### src/rtl/imem_boot_ctrl_if.sv
// Loader, memory-write and CPU-fetch signals of the instruction memory boot controller.
// The master side drives program load and PC; the slave side is the controller.
interface imem_boot_ctrl_if #(
  parameter int ADDR_W = 8
);
  logic              start;
  logic [ADDR_W:0]   prog_len;
  logic [7:0]        in_data;
  logic              in_valid;
  logic              in_ready;
  logic              mem_we;
  logic [ADDR_W-1:0] mem_waddr;
  logic [7:0]        mem_wdata;
  logic [31:0]       pc;
  logic [31:0]       mem_index;
  logic              cpu_run;
  logic              fault;
  logic [1:0]        fault_cause;
  logic [ADDR_W:0]   loaded_len;

  modport master (
    output start, prog_len, in_data, in_valid, pc,
    input  in_ready, mem_we, mem_waddr, mem_wdata, mem_index, cpu_run,
           fault, fault_cause, loaded_len
  );

  modport slave (
    input  start, prog_len, in_data, in_valid, pc,
    output in_ready, mem_we, mem_waddr, mem_wdata, mem_index, cpu_run,
           fault, fault_cause, loaded_len
  );
endinterface

### src/rtl/imem_boot_ctrl.sv
// Boot-load and fetch controller: streams a program into instruction memory,
// then releases the CPU and traps misaligned or out-of-program fetches.
module imem_boot_ctrl #(
  parameter int MEM_BYTES = 256,
  parameter int ADDR_W    = 8,
  parameter int TIMEOUT   = 1024
) (
  input logic             clk,
  input logic             rst,
  imem_boot_ctrl_if.slave bus
);

  localparam int LW   = ADDR_W + 1;
  localparam int TO_W = $clog2(TIMEOUT + 2);

  typedef enum logic [1:0] {
    IDLE  = 2'd0,
    LOAD  = 2'd1,
    RUN   = 2'd2,
    FAULT = 2'd3
  } state_t;

  state_t            state_r, state_nxt_s;
  logic [LW-1:0]     cnt_r, cnt_nxt_s;
  logic [LW-1:0]     len_r, len_nxt_s;
  logic [TO_W-1:0]   to_r, to_nxt_s;
  logic [1:0]        cause_r, cause_nxt_s;
  logic              hs_s;
  logic              pc_bad_s;
  logic              len_ok_s;
  logic              start_act_s;

  function automatic logic len_ok(input logic [LW-1:0] len);
    return (len != {LW{1'b0}}) && (len <= LW'(MEM_BYTES)) && (len[1:0] == 2'b00);
  endfunction

  assign hs_s        = (state_r == LOAD) && bus.in_valid;
  assign len_ok_s    = len_ok(bus.prog_len);
  assign start_act_s = bus.start && (state_r != LOAD);
  // loaded_len is at least 4 whenever RUN is reachable, so the subtraction cannot wrap.
  assign pc_bad_s    = (bus.pc[1:0] != 2'b00) ||
                       (bus.pc > ({{(32-LW){1'b0}}, len_r} - 32'd4));

  // State and datapath registers
  always_ff @(posedge clk or posedge rst) begin
    if (rst) begin
      state_r <= IDLE;
      cnt_r   <= {LW{1'b0}};
      len_r   <= {LW{1'b0}};
      to_r    <= {TO_W{1'b0}};
      cause_r <= 2'd0;
    end else begin
      state_r <= state_nxt_s;
      cnt_r   <= cnt_nxt_s;
      len_r   <= len_nxt_s;
      to_r    <= to_nxt_s;
      cause_r <= cause_nxt_s;
    end
  end

  // Next-state logic; a start outside LOAD overrides any fetch trap
  always_comb begin
    state_nxt_s = state_r;
    cnt_nxt_s   = cnt_r;
    len_nxt_s   = len_r;
    to_nxt_s    = to_r;
    cause_nxt_s = cause_r;
    if (start_act_s) begin
      if (len_ok_s) begin
        state_nxt_s = LOAD;
        len_nxt_s   = bus.prog_len;
        cnt_nxt_s   = {LW{1'b0}};
        to_nxt_s    = {TO_W{1'b0}};
        cause_nxt_s = 2'd0;
      end else begin
        state_nxt_s = FAULT;
        cause_nxt_s = 2'd0;
      end
    end else begin
      case (state_r)
        LOAD: begin
          if (hs_s) begin
            cnt_nxt_s = cnt_r + LW'(1);
            to_nxt_s  = {TO_W{1'b0}};
            if (cnt_r == (len_r - LW'(1))) begin
              state_nxt_s = RUN;
            end else begin
              state_nxt_s = LOAD;
            end
          end else if ((TIMEOUT != 0) && (to_r == TO_W'(TIMEOUT - 1))) begin
            state_nxt_s = FAULT;
            cause_nxt_s = 2'd1;
          end else begin
            to_nxt_s = to_r + TO_W'(1);
          end
        end
        RUN: begin
          if (pc_bad_s) begin
            state_nxt_s = FAULT;
            cause_nxt_s = (bus.pc[1:0] != 2'b00) ? 2'd2 : 2'd3;
          end else begin
            state_nxt_s = RUN;
          end
        end
        IDLE:    state_nxt_s = IDLE;
        FAULT:   state_nxt_s = FAULT;
        default: state_nxt_s = IDLE;
      endcase
    end
  end

  // Output decode; cpu_run is gated by the fetch check in the same cycle
  always_comb begin
    bus.in_ready    = (state_r == LOAD);
    bus.mem_we      = hs_s;
    bus.mem_waddr   = {ADDR_W{1'b0}};
    bus.mem_wdata   = 8'd0;
    bus.mem_index   = 32'd0;
    bus.cpu_run     = 1'b0;
    bus.fault       = (state_r == FAULT);
    bus.fault_cause = cause_r;
    bus.loaded_len  = len_r;
    if (hs_s) begin
      bus.mem_waddr = cnt_r[ADDR_W-1:0];
      bus.mem_wdata = bus.in_data;
    end else begin
      bus.mem_waddr = {ADDR_W{1'b0}};
    end
    if (state_r == RUN) begin
      bus.mem_index = bus.pc;
      bus.cpu_run   = !pc_bad_s;
    end else begin
      bus.cpu_run = 1'b0;
    end
  end

endmodule

### src/flat_wrapper.sv
// flat-port wrapper written by rule: the top's interface ports become plain ports
module imem_boot_ctrl_flat 
#(
  parameter int MEM_BYTES = 256,
  parameter int ADDR_W    = 8,
  parameter int TIMEOUT   = 1024
)
  (clk, rst, bus_start, bus_prog_len, bus_in_data, bus_in_valid, bus_pc, bus_in_ready, bus_mem_we, bus_mem_waddr, bus_mem_wdata, bus_mem_index, bus_cpu_run, bus_fault, bus_fault_cause, bus_loaded_len);
  imem_boot_ctrl_if #(.ADDR_W(ADDR_W)) bus_i ();
  input logic clk;
  input logic rst;
  input wire logic [$bits(bus_i.start)-1:0] bus_start;
  input wire logic [$bits(bus_i.prog_len)-1:0] bus_prog_len;
  input wire logic [$bits(bus_i.in_data)-1:0] bus_in_data;
  input wire logic [$bits(bus_i.in_valid)-1:0] bus_in_valid;
  input wire logic [$bits(bus_i.pc)-1:0] bus_pc;
  output wire logic [$bits(bus_i.in_ready)-1:0] bus_in_ready;
  output wire logic [$bits(bus_i.mem_we)-1:0] bus_mem_we;
  output wire logic [$bits(bus_i.mem_waddr)-1:0] bus_mem_waddr;
  output wire logic [$bits(bus_i.mem_wdata)-1:0] bus_mem_wdata;
  output wire logic [$bits(bus_i.mem_index)-1:0] bus_mem_index;
  output wire logic [$bits(bus_i.cpu_run)-1:0] bus_cpu_run;
  output wire logic [$bits(bus_i.fault)-1:0] bus_fault;
  output wire logic [$bits(bus_i.fault_cause)-1:0] bus_fault_cause;
  output wire logic [$bits(bus_i.loaded_len)-1:0] bus_loaded_len;
  assign bus_i.start = bus_start;
  assign bus_i.prog_len = bus_prog_len;
  assign bus_i.in_data = bus_in_data;
  assign bus_i.in_valid = bus_in_valid;
  assign bus_i.pc = bus_pc;
  assign bus_in_ready = bus_i.in_ready;
  assign bus_mem_we = bus_i.mem_we;
  assign bus_mem_waddr = bus_i.mem_waddr;
  assign bus_mem_wdata = bus_i.mem_wdata;
  assign bus_mem_index = bus_i.mem_index;
  assign bus_cpu_run = bus_i.cpu_run;
  assign bus_fault = bus_i.fault;
  assign bus_fault_cause = bus_i.fault_cause;
  assign bus_loaded_len = bus_i.loaded_len;
  imem_boot_ctrl #(.MEM_BYTES(MEM_BYTES), .ADDR_W(ADDR_W), .TIMEOUT(TIMEOUT)) u_core (.clk(clk), .rst(rst), .bus(bus_i));
endmodule
### config.mk
export PLATFORM = sky130hd
export DESIGN_NAME = imem_boot_ctrl_flat
export DESIGN_NICKNAME = d
export VERILOG_FILES = /design/src/rtl/imem_boot_ctrl_if.sv /design/src/rtl/imem_boot_ctrl.sv /design/src/flat_wrapper.sv
export SDC_FILE = /design/constraint.sdc
export NUM_CORES = 1
export LEC_CHECK = 0
export ABC_CLOCK_PERIOD_IN_PS = 4950
export CORE_MARGIN = 2
export CORE_UTILIZATION = 53
export CTS_CLUSTER_DIAMETER = 120
export DETAILED_ROUTE_END_ITERATION = 7
export DONT_BUFFER_PORTS = 1
export PLACE_DENSITY = 0.67
export SYNTH_ARGS = -nofsm -noshare
export SYNTH_HDL_FRONTEND = slang
export SYNTH_SLANG_ARGS = --single-unit
### constraint.sdc
create_clock -name clk -period 4.95 [get_ports clk]
set_clock_uncertainty 0.05 [all_clocks]
set_input_delay 0.7425 -clock clk [delete_from_list [all_inputs] [get_ports clk]]
set_output_delay 0.7425 -clock clk [all_outputs]
set_load 0.02 [all_outputs]
==> impl_results.rst <==
.. list-table::
   :header-rows: 1

   * - Metric
     - Value
   * - Standby leakage power
     - 1.46 nW
   * - Setup TNS
     - 0 ns
   * - Average wire per cell in the routed design
     - 16.8 microns
   * - Clock tree from TritonCTS
     - built
   * - Category of the most critical setup path
     - reg2out
   * - GR Overflow Total
     - 0
   * - RSZ-0062 raised after global routing
     - false
   * - Number of buffers between clock root and the deepest sink
     - 2
   * - Commonest non-fill, non-tap cell in the layout
     - ha_1
   * - Arrival time of the worst setup path
     - 3.74 ns
   * - Kind of launch point of the worst setup path
     - flip-flop
   * - Horizontal die dimension
     - about 80 microns
   * - Clock insertion delay at the later pin of the skew report
     - 0.28 ns
   * - Status
     - complete, no violations
   * - Pwr/cell area
     - 460 nW/um^2
   * - Wire length of the first global-routing pass
     - about 12 mm
   * - Number of placement rows
     - 27
   * - Final Max Tran Viols
     - 0
   * - Total instance count after detailed placement
     - 420
   * - Cell count after synthesis
     - about 360
   * - CTS clock-pin slew for the worst setup and hold paths
     - 0.07 ns
   * - Overall routing resource usage
     - 0.231
   * - Sequential area share after synthesis
     - 0.272
   * - CTS H-Tree Depth
     - 2
   * - Slew at the pin closest to its max-slew limit
     - ~0.8 ns
   * - First-pass DRT Iterations
     - 4
   * - Mean Syn Cell Area
     - 8.47 sq um
   * - Cell types occupying the most area after synthesis
     - dfrtp_1 27%, ha_1 15%, and3_1 7.0%, nand2_1 4.0%, and2_1 3.7%
   * - Number of max-cap violations
     - 0
   * - CTS Hold Bufs
     - 0
   * - Crit path capture type
     - output port
   * - Worst EP required
     - 4.16 ns
   * - Worst min path class
     - in2async
   * - Number of flops mapped to enable cells by yosys
     - 0
   * - Count of buffers added by post-CTS timing repair for setup
     - 0
   * - Clock Root Buffer
     - clkbuf_8
   * - Post-layout nets
     - 445
   * - Post-Synthesis Cell Area
     - 3030 sq um
   * - Syn-to-layout area delta
     - 5.45%
   * - Number of I/O pins
     - 116
   * - Filler Cell Count
     - 500
   * - Final hold violation count
     - 0
   * - Number of port buffers
     - 0
   * - Clock period minus worst slack
     - ~4.5 ns
   * - Placed wire-length estimate
     - 5.57 mm
   * - Top library cells by usage in the layout, fill and taps aside
     - 37 x ha_1, 34 x and3_1, 33 x dfrtp_1, 32 x nand2_1, 28 x nor2_1
   * - Final critical-path share of the clock period
     - 0.916
   * - Place WS
     - roughly 0.40 ns
   * - Total number of yosys warnings
     - 0
   * - Top-area cell type share of the netlist area
     - 0.272
   * - R2r setup slk
     - 1.17 ns
   * - Vertical die dimension
     - between 70 and 80 microns
   * - Drt via density
     - roughly 6.2
   * - Utilization after layout
     - 0.581
   * - Total clock buffers created by CTS
     - 5
   * - Finished Layout Cells
     - 428
   * - Diode count
     - 0
   * - Final wirelength
     - approximately 7.2 mm
   * - Via count of the first global-routing pass
     - 2540
   * - F_max
     - approximately 220 MHz
   * - Post-cts gate resize count
     - 0
   * - Cell accounting for the most synthesized area
     - dfrtp_1
   * - Starting density of the core
     - 0.551
   * - Final number of setup-violating endpoints
     - 0
   * - Number of flip-flops and latches in the synthesized netlist
     - 33
   * - Weighted congestion reported at the end of routability-driven placement
     - 0.835
   * - Worst max-slew margin expressed relative to the limit
     - 0.452
   * - Critical path fanouts, max
     - 23
   * - Primary FF master, synth
     - dfrtp_1
   * - Pin count of the biggest net entering global routing
     - 35
   * - Number of DRC violations after detailed-routing iteration 0
     - 74
   * - Via count
     - around 2600
   * - Number of antenna-violating nets in the routed design
     - 0
   * - Fraction of layout cells with a size suffix above 1
     - 0.0702
   * - Overall die area
     - 6340 sq um
   * - Cell variety after synth
     - 55
   * - Maximum resistive drop on vdd
     - ~310 uV
   * - Crit path setup slack, layout
     - 0.418 ns
   * - Tightest hold margin
     - 0.380 ns
   * - Net count after synthesis
     - 448
   * - Placeable core area
     - 5510 sq um
   * - Clock sink total
     - 33
   * - DRC Markers
     - 0
   * - Share of async-settable or async-resettable flops after synthesis
     - 1.00
   * - Number of antenna violations at the first check in global routing
     - 0
-- stage by stage --
step	cell area [sq um]	power (mW)
global placement	3080	1.23
floorplan	3030	1.09
CTS	3190	1.48
detailed placement	3080	1.25
finish	3200	1.47
global route	3200	1.62
-- routing by layer --
layer | up-vias | wire [microns] | GRT usage
li1 | 1298 | - | -
met1 | 1236 | 3150 | 0.278
met2 | 102 | 3560 | 0.414
met3 | 4 | 432 | 0.0396
met4 | 0 | 55 | 0.0741
met5 | - | 0 | 0
-- power by group --
group | internal [mW] | switching [mW] | leakage [nW] | total (mW)
logic | 0.288 | 0.414 | 0.986 | 0.702
clock network | 0.126 | 0.0965 | 0.0542 | 0.222
registers | 0.345 | 0.202 | 0.425 | 0.548
-- worst max-delay path: stages, from the launching register on --
cell     delay, ns
dfrtp_1       0.50
nor3_2        0.31
nand2_1       0.12
or3_2         0.67
ha_1          0.42
nand4_1       0.14
nor4_1        0.46
o21ai_0       0.16
a31oi_1       0.28
a22oi_1       0.15
and2_1        0.24
-- kinds of logic after synthesis --
logic type	share of synthesized area
AND/OR/NAND/NOR	0.289
AO/OA/AOI/OAI	0.154
adder cells (fa/ha/maj)	0.156
flip-flops	0.272
buffers and inverters	0.0363
XOR/XNOR	0.0635
multiplexers	0.0289
-- Yosys cell counts, drive strengths merged (6+ instances only) --
cell type and instances:
a21oi 19, nor2 28, and3 34, o21ai 21, nand2 32, dfrtp 33
a31oi 6, xnor2 12, mux2 6, nand4 11, clkbuf 10, nor3 7
nor4 8, and2 18, ha 37, inv 15, nand3 9, xor2 10
-- worst paths after layout --
path | from | to | depth (start not counted)
min in group clk | u_core.to_r[1] | u_core.to_r[1] | 1
max reg2reg | u_core.bus.loaded_len[2] | u_core.bus.fault_cause[0] | 10
max in group asynchronous | rst | u_core.bus.loaded_len[3] | 2
min | rst | u_core.to_r[8] | 2
max | u_core.bus.loaded_len[2] | bus_cpu_run | 10
min reg2reg | u_core.to_r[1] | u_core.to_r[1] | 1
-- area by class of cell --
class / count / area, sq um / share of cell area
Clock inverter: 1 / 5.00 / 0.00156
Sequential cell: 33 / 826 / 0.258
Inverter: 15 / 56.3 / 0.0176
Clock buffer: 7 / 96.3 / 0.0301
Tap cell: 72 / 90.1 / 0.0282
Timing Repair Buffer: 2 / 15.0 / 0.00469
Multi-Input combinational cell: 298 / 2110 / 0.660
-- sequential cells by signal (all words and copies together), names as in the netlist --
register,flops
u_core.state_r,2
u_core.bus.loaded_len,9
u_core.bus.fault_cause,2
u_core.to_r,11
u_core.cnt_r,9
Power figures use the tool's default switching activity.
